File: src/rtl/cpu_hs_pkg.sv
// ============================================================================
// cpu_hs_pkg
// Shared types and constants for the CPU-side send/ack transmitter.
//   state_t  : transmitter FSM states
//   MODE_*   : handshake style selector values
//   SENT_W   : width of the completed-transfer counter
// Revision: 1.0 - initial release
// ============================================================================
`default_nettype none

package cpu_hs_pkg;

  typedef enum logic [2:0] {
    IDLE  = 3'd0,
    LOAD  = 3'd1,
    SETUP = 3'd2,
    REQ   = 3'd3,
    REL   = 3'd4
  } state_t;

  localparam int MODE_4PH = 0;
  localparam int MODE_2PH = 1;
  localparam int SENT_W   = 16;

endpackage

`default_nettype wire

File: src/rtl/cpu_hs_fifo.sv
// ============================================================================
// cpu_hs_fifo
// Synchronous FIFO, DEPTH entries (power of two) of W bits, first-word
// visible on rdata_o while not empty.
// Ports:
//   clk_i, rst_ni        clock, synchronous active-low reset
//   push_i, wdata_i      enqueue request and data (dropped when full)
//   pop_i                dequeue request (ignored when empty)
//   rdata_o              head of queue
//   full_o, empty_o      status flags
//   count_o              occupancy, 0..DEPTH
// Revision: 1.0 - initial release
// ============================================================================
`default_nettype none

module cpu_hs_fifo #(
  parameter int W     = 4,
  parameter int DEPTH = 8
) (
  input  logic                       clk_i,
  input  logic                       rst_ni,
  input  logic                       push_i,
  input  logic [W-1:0]               wdata_i,
  input  logic                       pop_i,
  output logic [W-1:0]               rdata_o,
  output logic                       full_o,
  output logic                       empty_o,
  output logic [$clog2(DEPTH):0]     count_o
);

  localparam int AW = $clog2(DEPTH);
  localparam int CW = AW + 1;

  logic [W-1:0]  mem_q [DEPTH];
  logic [AW-1:0] wr_ptr_q, rd_ptr_q;
  logic [CW-1:0] count_q;
  logic          push_ok, pop_ok;

  assign full_o  = (count_q == CW'(DEPTH));
  assign empty_o = (count_q == '0);
  assign count_o = count_q;
  assign rdata_o = mem_q[rd_ptr_q];

  // A pop in the same cycle frees a slot, so a push against a full FIFO
  // is still accepted when it coincides with a pop.
  assign pop_ok  = pop_i && !empty_o;
  assign push_ok = push_i && (!full_o || pop_ok);

  always_ff @(posedge clk_i) begin
    if (push_ok) begin
      mem_q[wr_ptr_q] <= wdata_i;
    end
  end

  // Pointers are AW bits wide, so wrap modulo DEPTH comes for free.
  always_ff @(posedge clk_i) begin
    if (!rst_ni) begin
      wr_ptr_q <= '0;
      rd_ptr_q <= '0;
      count_q  <= '0;
    end else begin
      if (push_ok) wr_ptr_q <= wr_ptr_q + 1'b1;
      if (pop_ok)  rd_ptr_q <= rd_ptr_q + 1'b1;
      case ({push_ok, pop_ok})
        2'b10:   count_q <= count_q + 1'b1;
        2'b01:   count_q <= count_q - 1'b1;
        default: count_q <= count_q;
      endcase
    end
  end

endmodule

`default_nettype wire

File: src/rtl/cpu_hs_tx.sv
// ============================================================================
// cpu_hs_tx
// Buffers CPU words in a FIFO and delivers them one at a time on cpu_dados
// with a send/ack handshake (4-phase level or 2-phase toggle, set by MODE).
// cpu_ack is synchronised, each ack wait is bounded by TIMEOUT cycles.
// Ports:
//   cpu_clock, cpu_reset   clock, synchronous active-low reset
//   wr_en, wr_data         CPU push interface
//   full, empty, count     FIFO status
//   cpu_send, cpu_ack      handshake request / asynchronous acknowledge
//   cpu_dados              word being delivered
//   busy                   FSM not idle
//   err_timeout            sticky ack-timeout flag
//   sent_cnt               completed transfers, wraps
// Revision: 1.0 - initial release
// ============================================================================
`default_nettype none

module cpu_hs_tx
  import cpu_hs_pkg::*;
#(
  parameter int W           = 4,
  parameter int DEPTH       = 8,
  parameter int MODE        = 0,
  parameter int SYNC_STAGES = 2,
  parameter int TIMEOUT     = 255
) (
  input  logic                   cpu_clock,
  input  logic                   cpu_reset,
  input  logic                   wr_en,
  input  logic [W-1:0]           wr_data,
  output logic                   full,
  output logic                   empty,
  output logic [$clog2(DEPTH):0] count,
  output logic                   cpu_send,
  input  logic                   cpu_ack,
  output logic [W-1:0]           cpu_dados,
  output logic                   busy,
  output logic                   err_timeout,
  output logic [SENT_W-1:0]      sent_cnt
);

  // Wait counter only has to reach TIMEOUT-1 before the timeout fires.
  localparam int WAIT_W = (TIMEOUT > 1) ? $clog2(TIMEOUT) : 1;

  state_t                   state_q, state_d;
  logic                     send_q, send_d;
  logic [W-1:0]             dados_q, dados_d;
  logic                     err_q, err_d;
  logic [SENT_W-1:0]        sent_q, sent_d;
  logic [WAIT_W-1:0]        wait_q, wait_d;
  logic [SYNC_STAGES-1:0]   sync_q;
  logic                     ack_s;
  logic                     pop;
  logic                     timeout_hit;
  logic [W-1:0]             fifo_rdata;

  cpu_hs_fifo #(
    .W     (W),
    .DEPTH (DEPTH)
  ) u_fifo (
    .clk_i   (cpu_clock),
    .rst_ni  (cpu_reset),
    .push_i  (wr_en),
    .wdata_i (wr_data),
    .pop_i   (pop),
    .rdata_o (fifo_rdata),
    .full_o  (full),
    .empty_o (empty),
    .count_o (count)
  );

  assign ack_s       = sync_q[SYNC_STAGES-1];
  assign timeout_hit = (TIMEOUT != 0) && (wait_q == WAIT_W'(TIMEOUT - 1));

  assign cpu_send    = send_q;
  assign cpu_dados   = dados_q;
  assign busy        = (state_q != IDLE);
  assign err_timeout = err_q;
  assign sent_cnt    = sent_q;

  always_ff @(posedge cpu_clock) begin
    if (!cpu_reset) begin
      state_q <= IDLE;
      send_q  <= 1'b0;
      dados_q <= '0;
      err_q   <= 1'b0;
      sent_q  <= '0;
      wait_q  <= '0;
      sync_q  <= '0;
    end else begin
      state_q <= state_d;
      send_q  <= send_d;
      dados_q <= dados_d;
      err_q   <= err_d;
      sent_q  <= sent_d;
      wait_q  <= wait_d;
      sync_q  <= {sync_q[SYNC_STAGES-2:0], cpu_ack};
    end
  end

  always_comb begin
    state_d = state_q;
    send_d  = send_q;
    dados_d = dados_q;
    err_d   = err_q;
    sent_d  = sent_q;
    wait_d  = wait_q;
    pop     = 1'b0;

    case (state_q)
      IDLE: begin
        if (!empty) state_d = LOAD;
      end
      LOAD: begin
        dados_d = fifo_rdata;
        pop     = 1'b1;
        state_d = SETUP;
      end
      SETUP: begin
        // Request is registered on the way into REQ, so the data word
        // has already been stable for a full cycle when it appears.
        wait_d  = '0;
        send_d  = (MODE == MODE_2PH) ? ~send_q : 1'b1;
        state_d = REQ;
      end
      REQ: begin
        if ((MODE == MODE_2PH) ? (ack_s == send_q) : ack_s) begin
          if (MODE == MODE_2PH) begin
            sent_d  = sent_q + 1'b1;
            state_d = IDLE;
          end else begin
            send_d  = 1'b0;
            wait_d  = '0;
            state_d = REL;
          end
        end else if (timeout_hit) begin
          err_d   = 1'b1;
          state_d = IDLE;
          if (MODE != MODE_2PH) send_d = 1'b0;
        end else begin
          wait_d = wait_q + 1'b1;
        end
      end
      REL: begin
        if (!ack_s) begin
          sent_d  = sent_q + 1'b1;
          state_d = IDLE;
        end else if (timeout_hit) begin
          err_d   = 1'b1;
          state_d = IDLE;
        end else begin
          wait_d = wait_q + 1'b1;
        end
      end
      default: state_d = IDLE;
    endcase
  end

endmodule

`default_nettype wire

File: config.mk
export PLATFORM = sky130hd
export DESIGN_NAME = cpu_hs_tx
export DESIGN_NICKNAME = d
export VERILOG_FILES = /design/src/rtl/cpu_hs_pkg.sv /design/src/rtl/cpu_hs_fifo.sv /design/src/rtl/cpu_hs_tx.sv
export SDC_FILE = /design/constraint.sdc
export NUM_CORES = 1
export LEC_CHECK = 0
export ABC_AREA = 1
export CELL_PAD_IN_SITES_DETAIL_PLACEMENT = 2
export CELL_PAD_IN_SITES_GLOBAL_PLACEMENT = 2
export CORE_MARGIN = 1.5
export CORE_UTILIZATION = 36
export DETAILED_ROUTE_END_ITERATION = 7
export MAX_ROUTING_LAYER = met4
export PLACE_DENSITY = 0.93
export SLEW_MARGIN = 20
export SYNTH_ARGS = -nofsm -noshare
export SYNTH_HDL_FRONTEND = slang
export SYNTH_SLANG_ARGS = --single-unit
File: constraint.sdc
create_clock -name cpu_clock -period 3.4 [get_ports cpu_clock]
set_clock_uncertainty 0.1 [all_clocks]
set_input_delay 0.68 -clock cpu_clock [delete_from_list [all_inputs] [get_ports cpu_clock]]
set_output_delay 0.68 -clock cpu_clock [all_outputs]
set_load 0.05 [all_outputs]
Word level (Yosys, flattened, before mapping)
Memory sizes are Yosys's and may differ from the RTL's. A register that Yosys moved wholly into a read port is not among the register bits.
Index checks and enable logic that the tools add are counted.

cells by class
  add/subtract/negate cells = 6
  equality and inequality tests = 12
  multiplexer cells = 20
  bitwise gates (word level) = 1
  reduce and logical (&&, ||, !) cells = 17

operators with widths
  operator                                           number
  2-to-1 mux 8 bit                                   3
  case mux 8 bit (3 select lines)                    1
  adder 16 x 1 -> 16 bit (second input constant)     1
  case mux 3 bit (5 select lines)                    1
  2-to-1 mux 3 bit                                   4
  adder 8 x 1 -> 8 bit (second input constant)       1
  == test 8 bit (second input constant)              1
  2-to-1 mux 1 bit                                   8
  case mux 4 bit (2 select lines)                    1
  adder 3 x 1 -> 3 bit (second input constant)       2
  == test 3 x 2 -> 1 bit (second input constant)     2
  inequality test 2 bit (second input constant)      3
  AND reduction 2 bit                                3
  nonzero test 2 bit                                 3
  nonzero test 3 bit                                 2
  adder 4 x 1 -> 4 bit (second input constant)       1
  == test 4 bit (second input constant)              1
  zero test 4 bit                                    1
  case mux 1 bit (2 select lines)                    2
  subtractor 4 x 1 -> 4 bit (second input constant)  1
  == test 3 x 1 -> 1 bit (second input constant)     1
  == test 3 bit (second input constant)              1
  zero test 1 bit                                    3
  zero test 3 bit                                    1
  7 further kinds                                    8

word-level totals
  register bits after elaboration = 41
  memory bits (writable) = 32
  input bits = 8
  output and inout bits = 29
  word-level logic and storage cells = 66
  memories kept = 1

memory list
  memory        depth  width  read ports  clocked after Yosys merged registers in  write ports  line               RTL
  u_fifo.mem_q  8      4      1           1                                        1            cpu_hs_fifo.sv:34  logic [W-1:0] mem_q [DEPTH];

Longest topological paths before layout
Gate-level depths: netlist (run 1).

  word-level depth = 7
  gate-level depth with buffers = 15
  gate-level depth less buffers = 15

Modules after synthesis
A second synthesis (run 1) with hierarchy kept.

unflattened totals
  cell total of the unflattened synthesis = 443
  area total of the unflattened synthesis = 3724.8 sq um

modules (own cells, without submodules)
  module       instances  cells an instance  area each (sq um)  seq. area each (sq um)
  cpu_hs_fifo  1          177                1970.6             1221.2
  cpu_hs_tx    1          266                1754.2             700.7

Least setup slack after synthesis (run 1)
No wires, ideal clock.

  kind = register to register
  start = reg u_fifo.count_q[3], in the netlist u_fifo.count_o[3]
  end = reg u_fifo.count_q[2], in the netlist u_fifo.count_o[2]
  library setup time = 115 ps
  arrival time = 3217 ps
  required time = 3185 ps
  path slack = -33 ps
  cell stages (with the launch flop) = 14
  buffers on the path = 0
  period minus slack after synthesis = 3433 ps
  cell sequence = dfxtp_1 inv_1 nor3_1 nand2_1 nand2_2 ha_1 nand2_1 inv_1 nor2_1 ha_1 a21oi_1 xnor2_1 o21ai_0 inv_1

between the ends
  elaborated cells between the ends (all ways) = 11
  those cells by class = eq/ne (3); mux (1); reduce/logical (7)

RTL lines
  item                                                                   line               RTL
  from (decl)                                                            cpu_hs_fifo.sv:36  logic [CW-1:0] count_q;
  from (signal assigned)                                                 cpu_hs_fifo.sv:65  2'b10: count_q <= count_q + 1'b1;
  from (signal assigned)                                                 cpu_hs_fifo.sv:66  2'b01: count_q <= count_q - 1'b1;
  from (signal assigned)                                                 cpu_hs_fifo.sv:67  default: count_q <= count_q;
  == test 4 bit (*)                                                      cpu_hs_fifo.sv:39  assign full_o = (count_q == CW'(DEPTH));
  via full                                                               cpu_hs_tx.sv:32    output logic full,
  zero test 1 bit (*)                                                    cpu_hs_fifo.sv:47  assign push_ok = push_i && (!full_o || pop_ok);
  logical OR 1 bit (*)                                                   cpu_hs_fifo.sv:47
  logical AND 1 bit (*)                                                  cpu_hs_fifo.sv:47
  == test 2 x 1 -> 1 bit or == test 2 bit (tied branches)                cpu_hs_fifo.sv:64  case ({push_ok, pop_ok})
  case mux 4 bit (2 select lines) or nonzero test 2 bit (tied branches)  --

The timed path passes the listed nets; every way through them passes the cells marked *.
A chain may end at the register's enable or synchronous reset.

Worst setup path in the final report (run 1)
  start = reg u_fifo.count_q[0], in the netlist u_fifo.count_o[0]
  end = reg u_fifo.count_q[2], in the netlist u_fifo.count_o[2]

between the ends
  cells in the longest elaborated chain, start to end = 7
  elaborated cells between the ends (all ways) = 13
  those cells by class = add/sub (2); eq/ne (3); mux (1); reduce/logical (7)

RTL lines
  item                                                                   line               RTL
  zero test 4 bit (*)                                                    cpu_hs_fifo.sv:40  assign empty_o = (count_q == '0);
  zero test 1 bit (*)                                                    cpu_hs_fifo.sv:46  assign pop_ok = pop_i && !empty_o;
  logical AND 1 bit (*)                                                  cpu_hs_fifo.sv:46
  via u_fifo.pop_ok                                                      cpu_hs_fifo.sv:37  logic push_ok, pop_ok;
  logical OR 1 bit                                                       cpu_hs_fifo.sv:47
  logical AND 1 bit                                                      cpu_hs_fifo.sv:47
  == test 2 x 1 -> 1 bit or == test 2 bit (tied branches)                cpu_hs_fifo.sv:64
  case mux 4 bit (2 select lines) or nonzero test 2 bit (tied branches)  --

Marks and branches as above.

==> results of run 1 <==
[how the worst min path moves through the flow]
| stage | startpoint | endpoint | slack [ns] | cells after the start |
|---|---|---|---|---|
| after global routing | sync_q[0] | sync_q[1] | 0.36 | 2 |
| final | sync_q[0] | sync_q[1] | 0.34 | 2 |
| after floorplan | sync_q[0] | sync_q[1] | 0.29 | 2 |
| after CTS | sync_q[0] | sync_q[1] | 0.34 | 2 |
| after global placement | sync_q[0] | sync_q[1] | 0.29 | 2 |
| after detailed placement | sync_q[0] | sync_q[1] | 0.33 | 2 |
[registers in the layout, summed over array words and instances (netlist names)]
signal / count
err_timeout: 1
u_fifo.count_o: 4
u_fifo.mem_q: 32
u_fifo.wr_ptr_q: 3
cpu_dados: 4
u_fifo.rd_ptr_q: 3
state_q: 3
cpu_send: 1
sync_q: 2
sent_cnt: 16
wait_q: 8
[kinds of logic after synthesis]
group	after synthesis	synth area share, %
xor gates and xnor gates	2	0.498
adders and majority gates	8	2.84
buffers and inverters	66	7.25
AOI/OAI and AO/OA	78	11.4
DFF	77	52.9
and+or+nand+nor	207	25.1
[synthesized netlist by cell type, types with 2 or more instances]
cell type / count / share of area (%)
a21oi_1: 36 / 5.1
a31oi_1: 2 / 0.36
buf_2: 5 / 0.71
clkbuf_1: 4 / 0.43
clkinv_1: 2 / 0.21
dfxtp_1: 45 / 26
edfxtp_1: 32 / 27
ha_1: 8 / 2.8
inv_1: 51 / 5.4
inv_2: 3 / 0.32
nand2_1: 88 / 9.4
nand2_2: 3 / 0.53
nand3_1: 29 / 4.1
nand4_1: 6 / 1.1
nor2_1: 65 / 6.9
nor2_2: 2 / 0.36
nor3_1: 8 / 1.1
o21ai_0: 37 / 5.3
[metal layers]
layer	share of wire [%]	wire length [um]	vias to the layer above	global-route usage [%]
li1	-	-	1518	-
met1	44	5280	1619	30.3
met2	51	6160	53	43.8
met3	2.8	341	25	4.31
met4	2.2	259	0	10.9
met5	0	0	-	-
[metrics by stage]
step	cells	instance area, um^2	utilization, %
after global placement	596	4020	42.9
final	612	4190	44.7
after global routing	612	4190	44.7
after detailed placement	596	4020	42.9
after CTS	612	4190	44.7
after floorplan	438	3530	-
[final cells by class]
class                   count  area [um^2]
repair buffers             38          375
fillers                  1075         5180
flip-flops and latches     77         1860
clock buffers              14          156
inverters                  57          215
well taps                 129          161
clock inverters             2         10.0
multi-input cells         295         1410
[power by group through the flow]
stage	registers (uW)	clock network, uW	logic (uW)
after floorplan	1220	0	456
after global placement	1140	0	764
after detailed placement	1160	0	820
after CTS	1140	640	840
after global routing	1150	683	912
final	1140	632	836
[worst min-delay path, cell delays in order, from the launching register on]
cell     delay (ns)
dfxtp_1        0.31
nand2_1        0.06
inv_1          0.05
==> results.cfg, run 1 <==
[clock_network]
cts_setup_buffers = 0
numCtsBuffers = 9
insertion_delay_ns = 0.36
cts_resized = 0
path_clk_slew_ns = 0.08
cts-htree-levels = 3
root_buffer = clkbuf_8
cts_tree = built
clock_sinks = 77
cts_max_path_buffers = 2
hold_buffers = 0

[pwr]
peakVddDrop_mv = 0.264
p_seq_share_pct = 43.7
switching_share_pct = 39.6
p_leak_uw = 0.00160
pwr-share-comb_pct = 32.1
p_int_uw = 1570
p_switching_uw = 1030
finalPower_uw = 2600
power.density_nw_per_um2 = 622
clkPwrFrac_pct = 24.3

[sta]
setup_viol = 0
fmax_mhz = 343
worstMarginPinSlew_ns = 0.751
slew_viol_final = 0
finalHoldViolations = 0
setup_ws_ns = 0.486
period_needed_ns = 2.91
fin_crit_sh_pct = 85.7
finalSetupTns_ns = 0
rsz0062_at_grt = false
whs_ns = 0.338
slew_headroom_pct = 49.9

[yosys]
synth_edf_count = 32
synth-async-reset-ratio_pct = 0
synth_area_per_cell_um2 = 8.04
seq_area_frac_synth_pct = 52.9
syn-num-nets = 454
yosys_warnings = 0
synth-main-ff-cell = dfxtp_1
synthCells = 438
syn-cell-area_um2 = 3520
ys_types = 30
ys_seq_elements = 77

[routing]
vias_per_cell = 5.25
ant_nets = 0
drc_errors = 0
vias = 3215
drt_wl_total_um = 12000
drtIter0Drc = 144
routedWlPerCell_um = 19.7
dr.pass1.iters = 4

[layout]
mostFrequentLayoutCells = nand2_1, nor2_1, inv_1, dfxtp_1, o21ai_0
area_growth_pct = 19.0
drive_above_1_share_pct = 6.00
mostFrequentLayoutCell = nand2_1
fin_nets = 494
insertedDiodeCount = 0

[worst_setup_path]
cp-startpoint = u_fifo.count_o[0]
cp-end-kind = flip-flop
cp_slowest_cell = o21ai_0
critical_path_required_ns = 3.55
cp_num_buf_inv = 4
ff2ff_setup_slack_ns = 0.49
r2r_end = u_fifo.count_o[2]
reg2reg_from = u_fifo.count_o[0]
cp_common_cell = inv_1
crit_chain = inv_1 > nand2_1 > o21ai_0 > inv_1 > ha_1 > nand2_1 > inv_1 > nor2_1 > ha_1 > a21oi_1 > xnor2_1 > o21ai_0 > inv_1
critPathMaxStageDelay_ns = 0.51
path_delay_family = compound AO/OA/AOI/OAI gates
path_depth = 13
path_max_fanout = 7
cp-start-kind = flip-flop
worstPathArrival_ns = 3.07
crit_type = reg -> reg
cp-endpoint = u_fifo.count_o[2]
ff2ff_path_depth = 13

[floorplanning]
pin_count = 37
rows = 35
fp.coreArea_um2 = 9370
die_w_um = 102
die_h_um = 102
die-area_um2 = 10400
start_util_pct = 37.6

[min_path]
worstHoldPathType = reg -> reg

[placed_design]
port_buffers = 36
dp_hpwl_um = 8090
dp_slack_ns = 0.684
routabilityCongestion = 0.777

[grt]
grt_pass1_wl_um = 19100
grt_max_degree = 23
grt.overflow.total = 0
track_usage_pct = 25.8
grt_pass1_vias = 3539
antenna_found_initial = 0

[job]
cap_viol_max_count = 0

[outcome]
status = complete, no violations
No activity file was read; power rests on OpenSTA's default activity.
==> inputs of run 2 (changes only) <==
--- a/config.mk
+++ b/config.mk
@@ -11,8 +11,10 @@
 export CORE_MARGIN = 1.5
 export CORE_UTILIZATION = 36
 export DETAILED_ROUTE_END_ITERATION = 7
+export GPL_ROUTABILITY_DRIVEN = 1
 export MAX_ROUTING_LAYER = met4
 export PLACE_DENSITY = 0.93
+export SETUP_SLACK_MARGIN = 0.3
 export SLEW_MARGIN = 20
 export SYNTH_ARGS = -nofsm -noshare
 export SYNTH_HDL_FRONTEND = slang
==> results of run 2 <==
No change in the layout: final DEF, timing and power equal those of run 1.
==> inputs of run 3 (changes only) <==
--- a/config.mk
+++ b/config.mk
@@ -9,7 +9,7 @@
 export CELL_PAD_IN_SITES_DETAIL_PLACEMENT = 2
 export CELL_PAD_IN_SITES_GLOBAL_PLACEMENT = 2
 export CORE_MARGIN = 1.5
-export CORE_UTILIZATION = 36
+export CORE_UTILIZATION = 37
 export DETAILED_ROUTE_END_ITERATION = 7
 export GPL_ROUTABILITY_DRIVEN = 1
 export MAX_ROUTING_LAYER = met4
@@ -18,4 +18,5 @@
 export SLEW_MARGIN = 20
 export SYNTH_ARGS = -nofsm -noshare
 export SYNTH_HDL_FRONTEND = slang
+export SYNTH_HIERARCHICAL = 1
 export SYNTH_SLANG_ARGS = --single-unit
==> run 3 against run 2 <==
Die area grew 2.8%; sequential power grew 11%; synthesized area grew 5.8%; global-route usage grew 0.61 points; sequential cell count grew 3; setup slack gained 0.098 ns; final cell count grew 1.8%.
==> results.cfg, run 3 <==
[sta]
setup_viol = 0
fmax_mhz = 355
setup_ws_ns = 0.584
finalSetupTns_ns = 0
slew_viol_final = 0
whs_ns = 0.361
period_needed_ns = 2.82
rsz0062_at_grt = false
finalHoldViolations = 0
worstMarginPinSlew_ns = 0.836
slew_headroom_pct = 44.2
fin_crit_sh_pct = 82.8

[yosys]
yosys_warnings = 6
synthCells = 443
syn-cell-area_um2 = 3720
ys_types = 36
syn-num-nets = 459
synth_top_area_share_pct = 25.8
synth-main-ff-cell = dfxtp_1
seq_area_frac_synth_pct = 51.6
synth_area_leaders = dfxtp_1, edfxtp_1, nand2_1
ys_seq_elements = 80
synth_area_per_cell_um2 = 8.41
synth_top_area_cell = dfxtp_1
synth-async-reset-ratio_pct = 0
synth_most_common_cell = nand2_1
synth_commonest_cells = nand2_1, nor2_1, inv_1
synth_edf_count = 32

[layout]
insertedDiodeCount = 0
largest_reg_flops = 32
register_area_um2 = 1920
mostFrequentLayoutCells = nand2_1, nor2_1, inv_1, dfxtp_1, clkdlybuf4s50_1
fillers = 1086
mostFrequentLayoutCell = nand2_1
fin_nets = 501
drive_above_1_share_pct = 8.78
multi_input_area_um2 = 1550
regMostFlops = u_fifo/mem_q
area_growth_pct = 19.9
fin_cells = 623

[routing]
routedWlPerCell_um = 20.4
dr.pass1.iters = 4
drc_errors = 0
ant_nets = 0
vias = 3224
vias_per_cell = 5.17
drt_wl_total_um = 12700
drtIter0Drc = 97

[worst_setup_path]
cp-start-kind = flip-flop
critical_path_required_ns = 2.62
crit_type = reg -> out
worstPathArrival_ns = 2.04
cp-end-kind = output port
ff2ff_setup_slack_ns = 1.03
path_max_fanout = 4

[grt]
grt.overflow.total = 0
grt_pass1_wl_um = 20100
grt_pass1_vias = 3644
grt_max_degree = 24
track_usage_pct = 26.4
antenna_found_initial = 0

[floorplanning]
die-area_um2 = 10700
rows = 36
die_h_um = 103
start_util_pct = 38.1
pin_count = 37
die_w_um = 103
fp.coreArea_um2 = 9770

[clock_network]
cts_max_path_buffers = 2
root_buffer = clkbuf_8
cts_tree = built
insertion_delay_ns = 0.35
clock_sinks = 80
path_clk_slew_ns = 0.09
cts_resized = 0
cts-htree-levels = 3
cts_setup_buffers = 0
hold_buffers = 0
numCtsBuffers = 9

[job]
cap_viol_max_count = 0

[placed_design]
dp_hpwl_um = 8570
dp_slack_ns = 0.561
place_inst = 607
routabilityCongestion = 0.779
port_buffers = 36

[pwr]
p_leak_uw = 0.00173
finalPower_uw = 3260
peakVddDrop_mv = 0.518
power.density_nw_per_um2 = 729

[min_path]
worstHoldPathType = reg -> reg

[outcome]
status = complete, no violations
run 3: changes by cell type after synthesis, moves of 6 or more:
cell	change
nand3_1	-8
mux2i_1	+8
o21ai_0	-16
a21oi_1	-6
o22ai_1	+8
nor2_1	-12
nand2_1	+17
run 3: power breakdown:
part	internal (uW)	leakage [uW]	switching, uW
combinational	350	0.000926	774
clock	505	0.000120	369
sequential	1100	0.000681	154
run 3: worst max-delay path, stage by stage (launching register included):
cell	delay [ns]
dfxtp_1	0.33
inv_1	0.17
nand2_1	0.12
nor2_1	0.26
inv_1	0.09
clkdlybuf4s50_1	0.71
run 3: final timing paths:
kind / from / to / cells after the start
setup reg to reg: state_q[0] / u_fifo/count_o[3] / 12
hold / removal: sync_q[0] / sync_q[1] / 2
hold reg to reg: sync_q[0] / sync_q[1] / 2
setup / recovery: state_q[0] / busy / 5
run 3: cell type report:
type | count | area share (%)
inverter | 56 | 4.71
timing repair buffer | 38 | 8.41
clock inverter | 6 | 2.38
multi-input combinational | 300 | 34.6
clock buffer | 10 | 3.08
tap | 133 | 3.73
sequential | 80 | 43.0
run 3: through the flow:
step / area [um^2] / utilization [%]
2_1_floorplan: 3720 / -
3_3_place_gp: 4220 / 43.2
3_5_place_dp: 4220 / 43.2
4_1_cts: 4460 / 45.7
5_1_grt: 4460 / 45.7
6_report: 4460 / 45.7
run 3: kinds of logic after synthesis:
family | share of synthesized area (%)
flops | 51.6
fa+ha+maj | 2.89
buf+inv | 6.89
mux | 2.15
xor+xnor | 1.18
simple gates | 25.8
compound gates | 9.54
run 3: routing by layer:
metal / vias to the layer above / part of all wire, % / track usage, %
li1: 1543 / - / -
met1: 1619 / 44 / 31.4
met2: 51 / 53 / 47.5
met3: 11 / 2.0 / 2.76
met4: 0 / 1.1 / 7.28
met5: - / 0 / -
